<file path="src/rtl/pc_pkg.sv">
// pc_pkg -- shared types and constants for the popcount stream accumulator.
//
// Contents:
//   PC_IN_W     width of one input word (bits counted per word)
//   PC_CNT_W    width of the per-word popcount result
//   pc_state_e  frame FSM state: ACCUM (taking words) / HOLD (result pending)
//   pc_sum_w    accumulator width for a given frame length
//   pc_wcnt_w   word-count width for a given frame length

package pc_pkg;

  localparam int PC_IN_W  = 15;
  localparam int PC_CNT_W = 4;

  typedef enum logic {
    ACCUM = 1'b0,
    HOLD  = 1'b1
  } pc_state_e;

  // Wide enough for an all-ones frame, so the running sum can never wrap.
  function automatic int pc_sum_w(input int frame_len);
    return $clog2(PC_IN_W * frame_len + 1);
  endfunction

  // Must be able to hold FRAME_LEN itself, not just FRAME_LEN-1.
  function automatic int pc_wcnt_w(input int frame_len);
    return $clog2(frame_len + 1);
  endfunction

endpackage

</file>
<file path="src/rtl/pc_sn_15_4.sv">
// pc_sn_15_4 -- 15:4 counter built from a bit-sorting network.
//
// Ports:
//   in_bits  input  [14:0]  word to count
//   count    output [3:0]   number of set bits in in_bits (0..15)
//
// The bits are sorted so all ones collect at the low end (a thermometer
// code), which is then converted to binary.

module pc_sn_15_4
  import pc_pkg::*;
(
  input  logic [PC_IN_W-1:0]  in_bits,
  output logic [PC_CNT_W-1:0] count
);

  logic [PC_IN_W-1:0] therm;
  logic               hi;
  logic               lo;

  // Odd-even transposition sort: PC_IN_W passes of OR/AND compare-exchange
  // leave therm[k] = 1 exactly when at least k+1 input bits are set.
  always_comb begin
    therm = in_bits;
    hi    = 1'b0;
    lo    = 1'b0;
    for (int p = 0; p < PC_IN_W; p++) begin
      for (int i = p % 2; i < PC_IN_W - 1; i += 2) begin
        hi          = therm[i] | therm[i+1];
        lo          = therm[i] & therm[i+1];
        therm[i]    = hi;
        therm[i+1]  = lo;
      end
    end
  end

  // Thermometer to binary: each bit is set on the count ranges where that
  // binary digit is one; the LSB is simply the parity of the ones.
  assign count[3] = therm[7];
  assign count[2] = (therm[3] & ~therm[7]) | therm[11];
  assign count[1] = (therm[1] & ~therm[3]) | (therm[5] & ~therm[7]) |
                    (therm[9] & ~therm[11]) | therm[13];
  assign count[0] = ^therm;

endmodule

</file>
<file path="src/rtl/pc_stream_accum.sv">
// pc_stream_accum -- sums the set bits of a stream of 15-bit words per frame.
//
// Parameters:
//   FRAME_LEN   maximum words per frame (2..64)
// Ports:
//   clk, rst_n           clock, asynchronous active-low reset
//   in_valid/in_ready    input word handshake
//   in_data [14:0]       word to popcount
//   in_last              closes the frame with this word
//   out_valid/out_ready  result handshake
//   out_sum [SUM_W]      total set bits in the frame
//   out_words [WCNT_W]   words in the frame (1..FRAME_LEN)
// Build option:
//   PC_ACCUM_PIPE_EN     adds a register stage between counter and accumulator

module pc_stream_accum
  import pc_pkg::*;
#(
  parameter  int FRAME_LEN = 16,
  localparam int SUM_W     = pc_sum_w(FRAME_LEN),
  localparam int WCNT_W    = pc_wcnt_w(FRAME_LEN)
) (
  input  logic               clk,
  input  logic               rst_n,
  input  logic               in_valid,
  output logic               in_ready,
  input  logic [PC_IN_W-1:0] in_data,
  input  logic               in_last,
  output logic               out_valid,
  input  logic               out_ready,
  output logic [SUM_W-1:0]   out_sum,
  output logic [WCNT_W-1:0]  out_words
);

  localparam logic [WCNT_W-1:0] LAST_IDX = WCNT_W'(FRAME_LEN - 1);

  pc_state_e             state;
  logic [SUM_W-1:0]      acc;
  logic [WCNT_W-1:0]     wcnt;
  logic [PC_CNT_W-1:0]   word_cnt;
  logic                  take;
  logic                  feed_valid;
  logic [PC_CNT_W-1:0]   feed_cnt;
  logic                  feed_close;

  pc_sn_15_4 u_sn (
    .in_bits (in_data),
    .count   (word_cnt)
  );

  assign take = in_valid & in_ready;

`ifdef PC_ACCUM_PIPE_EN
  logic                p_valid;
  logic                p_close;
  logic [PC_CNT_W-1:0] p_cnt;
  logic [WCNT_W-1:0]   seen;

  // Words already in the frame ahead of the one being accepted: those
  // folded into wcnt plus the one sitting in the stage.
  assign seen     = wcnt + WCNT_W'(p_valid);
  assign in_ready = rst_n & (state == ACCUM) & ~(p_valid & p_close);

  // The close decision is made at accept time so the stage can stall the
  // input as soon as a frame-closing word enters it.
  always_ff @(posedge clk or negedge rst_n) begin
    if (!rst_n) begin
      p_valid <= 1'b0;
      p_close <= 1'b0;
      p_cnt   <= '0;
    end else begin
      p_valid <= take;
      if (take) begin
        p_cnt   <= word_cnt;
        p_close <= in_last | (seen == LAST_IDX);
      end
    end
  end

  assign feed_valid = p_valid;
  assign feed_cnt   = p_cnt;
  assign feed_close = p_close;
`else
  assign in_ready   = rst_n & (state == ACCUM);
  assign feed_valid = take;
  assign feed_cnt   = word_cnt;
  assign feed_close = in_last | (wcnt == LAST_IDX);
`endif

  // Frame FSM: accumulate until the closing word, then publish the total
  // and hold it until downstream takes it. The handshake cycle accepts no
  // input because in_ready is low throughout HOLD.
  always_ff @(posedge clk or negedge rst_n) begin
    if (!rst_n) begin
      state     <= ACCUM;
      acc       <= '0;
      wcnt      <= '0;
      out_valid <= 1'b0;
      out_sum   <= '0;
      out_words <= '0;
    end else begin
      case (state)
        ACCUM: begin
          if (feed_valid) begin
            if (feed_close) begin
              out_sum   <= acc + SUM_W'(feed_cnt);
              out_words <= wcnt + WCNT_W'(1);
              out_valid <= 1'b1;
              state     <= HOLD;
            end else begin
              acc  <= acc + SUM_W'(feed_cnt);
              wcnt <= wcnt + WCNT_W'(1);
            end
          end
        end
        HOLD: begin
          if (out_ready) begin
            out_valid <= 1'b0;
            acc       <= '0;
            wcnt      <= '0;
            state     <= ACCUM;
          end
        end
        default: state <= ACCUM;
      endcase
    end
  end

endmodule
</file>
<file path="config.mk">
export PLATFORM = sky130hd
export DESIGN_NAME = pc_stream_accum
export DESIGN_NICKNAME = d
export VERILOG_FILES = /design/src/rtl/pc_pkg.sv /design/src/rtl/pc_sn_15_4.sv /design/src/rtl/pc_stream_accum.sv
export SDC_FILE = /design/constraint.sdc
export NUM_CORES = 1
export LEC_CHECK = 0
export CAP_MARGIN = 15
export CORE_MARGIN = 3
export CORE_UTILIZATION = 35
export CTS_BUF_LIST = sky130_fd_sc_hd__clkbuf_8
export CTS_CLUSTER_DIAMETER = 200
export DETAILED_ROUTE_END_ITERATION = 10
export DONT_BUFFER_PORTS = 1
export PLACE_DENSITY = 0.55
export SLEW_MARGIN = 20
export SYNTH_ARGS = -nofsm -noshare
export SYNTH_HDL_FRONTEND = slang
export SYNTH_SLANG_ARGS = --single-unit
export TNS_END_PERCENT = 30
</file>
<file path="constraint.sdc">
create_clock -name clk -period 2.69 [get_ports clk]
set_input_delay 0.269 -clock clk [delete_from_list [all_inputs] [get_ports clk]]
set_output_delay 0.269 -clock clk [all_outputs]
set_load 0.1 [all_outputs]
</file>
==> metrics <==
status=complete, but fails checks; failing checks=setup timing; post-synthesis mux area share=0%; RSZ-0062 raised after global routing=true; via count of the routed design=2839; Yosys top cell by area=dfrtp_1; drt drc=0; total CTS buffers=3; Detailed Place HPWL=5496 µm; Power per Cell Area=611.3 nW/µm²; Crit-path slowest cell=fa_2; pin count of the biggest net entering global routing=29; Leak Pwr=1.573 nW; FMAX=240.6 MHz; cell family with most CP delay=compound AO/OA/AOI/OAI gates; synth warn=0; Seq/Total Area, Yosys=24.44%; Starting Density=36.53%; I/O pins=35; xor/xnor share of the synthesized area=4.583%; Worst Setup EP=out_sum[6]; maximum clock insertion buffer count=2; initial antenna violation count=0; area share of fa/ha/maj cells after synthesis=6.722%; die width=96.50 µm; Synth top cells by count=nand2_1, nor2_1, o21ai_0, dfrtp_1, a21oi_1; root buf cell=clkbuf_8; vias per cell=5.326; CP cell instances=nand2_1 -> a21oi_4 -> buf_4 -> o22ai_2 -> a21oi_4 -> and2_4 -> o21ai_1 -> a221o_1 -> o2111a_2 -> a211oi_2 -> ha_1 -> xor2_2 -> xnor2_1 -> xnor2_1 -> xnor2_1 -> ha_2 -> fa_2 -> a21o_1 -> a21o_1 -> nand3_1 -> xor2_1 -> o21ai_0; largest family of logic cells by synthesized area=compound AO/OA/AOI/OAI gates; Die Span Y=96.50 µm; Async SR Flop Fraction=100.0%; gr ovfl total=0; syn nets=398; Synth Instances=364; Critical Path AT=4310 ps; Compound-Gate Fraction of Synth Area=36.36%; die area=9312 µm²; share of post-route cells with drive strength above 1=36.43%; CORE AREA=7848 µm²; worst vdd rail ir drop=0.2553 mV; WL per Instance=13.13 µm; synth top area cells=dfrtp_1, nand2_1, ha_1, o21ai_0, nor2_1; # diodes=0; first-pass GRT wire length=12180 µm; Final ANT Viol Nets=0; predominant post-synthesis flop cell=dfrtp_1; max-slew violations=0; FF-to-FF End=wcnt[3]; wirelength, routed=6997 µm; area grow syn2layout=35.62%; Final Core Density=49.54%; cells on worst reg2reg path=7; cell count along the critical path=22; top-count cell post-synth=nand2_1; CTS sink count=28; Final setup viols=16; origin of the critical flop-to-flop path=wcnt[0]; Buf/Inv on CP=1; Yosys cell types=74; startpoint types=input port; first drt pass iteration count=4; Max-cap violations=0; worst slew pin tran=970.6 ps; critical path required time=2840 ps; Total Routing Usage GR=15.61%; Clock transition at path regs=100 ps; Final Skew=8.922 ps; cell area after synthesis=2866 µm²; CTS tree=built; vias in the first global route=2712; critical path type=input port to register; endpoint type of the worst setup path=register; htree depth=1; fill cell count=755; simple logic cell fraction of the synthesized area=25.10%; Layout Nets=466; setup ws final=-1467 ps; CP peak stage delay=340 ps; routability cong.=0.7437; synthesized area per cell=7.875 µm²; PortBufs=0; worst-path fanout max=7; worst-skew pair later-pin latency=270 ps; Post-synth EDFFs=0; Tot Pwr=2.376 mW; CP most frequent cell=xnor2_1; clock period minus worst slack=4157 ps; Reg2Reg Setup Slack=480 ps; Final Hold Vio Count=0; FF+latch count, synth=28; hold path start=out_ready; Rel. slew slack=35.30%; area share of the largest cell type after synthesis=24.44%; worst min path class=input port to register; Rows=32; Period Utilization, post-route=154.5%; Setup crit start=in_data[4]; DR iter-0 viols=96
[how the worst min path moves through the flow]
stage / endpoint / slack (ps) / cells after the start
6_report: state / 110 / 1
5_1_grt: state / 100 / 1
2_1_floorplan: acc[0] / -30 / 0
3_3_place_gp: state / -30 / 0
4_1_cts: state / 120 / 1
3_5_place_dp: out_words[1] / -30 / 0
[worst register-to-register path, stage by stage, from the launching register on]
cell and delay, ps:
dfrtp_1 410, ha_1 240, and3_1 180, ha_1 160, nor3_1 80, a21oi_1 750, o21ai_0 210, o31ai_1 110
[flip-flops by register name, indices dropped and copies added (netlist names)]
name / count
acc: 8
wcnt: 5
out_sum: 8
out_words: 5
out_valid: 1
state: 1
[final cells by class]
| type | count | area [µm²] | share of cell area [%] |
|---|---|---|---|
| repair buffers | 72 | 571.8 | 14.71 |
| flip-flops and latches | 28 | 700.7 | 18.02 |
| inverters | 6 | 22.52 | 0.5793 |
| clock buffers | 3 | 41.29 | 1.062 |
| multi-input cells | 321 | 2394 | 61.57 |
| clock inverters | 1 | 30.03 | 0.7724 |
| well taps | 102 | 127.6 | 3.283 |
[kinds of logic (layout without fill, tap and decap cells)]
kind of cell	count (synthesis)	after routing
simple gates	147	147
xor+xnor	15	15
flops	28	28
buf+inv	16	82
fa+ha+maj	15	15
compound gates	143	144
[power by group]
group	switching (mW)	leakage [nW]	internal (mW)
Combinational	0.487	1.17	0.526
Sequential	0.525	0.371	0.514
Clock	0.125	0.0357	0.199
Total	1.14	1.57	1.24
[placed cells by master, fill, tap and decap left out, drive strengths merged, types with 5 or more instances in the layout]
| cell type | count |
|---|---|
| nand3 | 10 |
| xnor2 | 11 |
| a22oi | 6 |
| ha | 13 |
| nor2 | 34 |
| nand2 | 63 |
| nor2b | 5 |
| o211ai | 9 |
| o22ai | 10 |
| and2 | 10 |
| a21oi | 27 |
| dfrtp | 28 |
| or2 | 6 |
| inv | 6 |
| buf | 71 |
| o21ai | 46 |
| a31oi | 5 |
| nor3 | 7 |
[metrics by stage]
| step | worst slack (ps) | setup TNS [ps] | cells | instance area [µm²] | hold slack (ps) |
|---|---|---|---|---|---|
| 6_report | -1467 | -19430 | 533 | 3887 | 110.3 |
| 5_1_grt | -1744 | -23610 | 533 | 3887 | 100.7 |
| 4_1_cts | -1431 | -18960 | 531 | 3827 | 115.5 |
| 3_5_place_dp | -1829 | -25350 | 520 | 3522 | -25.91 |
| 3_3_place_gp | -1773 | -24560 | 520 | 3522 | -25.95 |
| 2_1_floorplan | -1553 | -23610 | 364 | 2960 | -26.59 |
[layer usage]
layer  share of wire (%)  wire length (µm)  global-route usage (%)
met1                  50              3494                   22.10
met2                  47              3290                   26.03
met3                 2.3               159                   1.627
met4                0.76                53                   2.570
met5                   0                 0                       0
[repair_timing]
item / 4_1_cts / 5_1_grt
endpoints found under the setup margin: 16 / 16
endpoints found under the hold margin: 28 / 0
resized for setup: 32 / 9
buffers inserted: 4 / 2
pin swaps: 14 / 0
gates cloned: 1 / 0
hold buffers: 2 / 0
(Power assumes the default switching activity.)
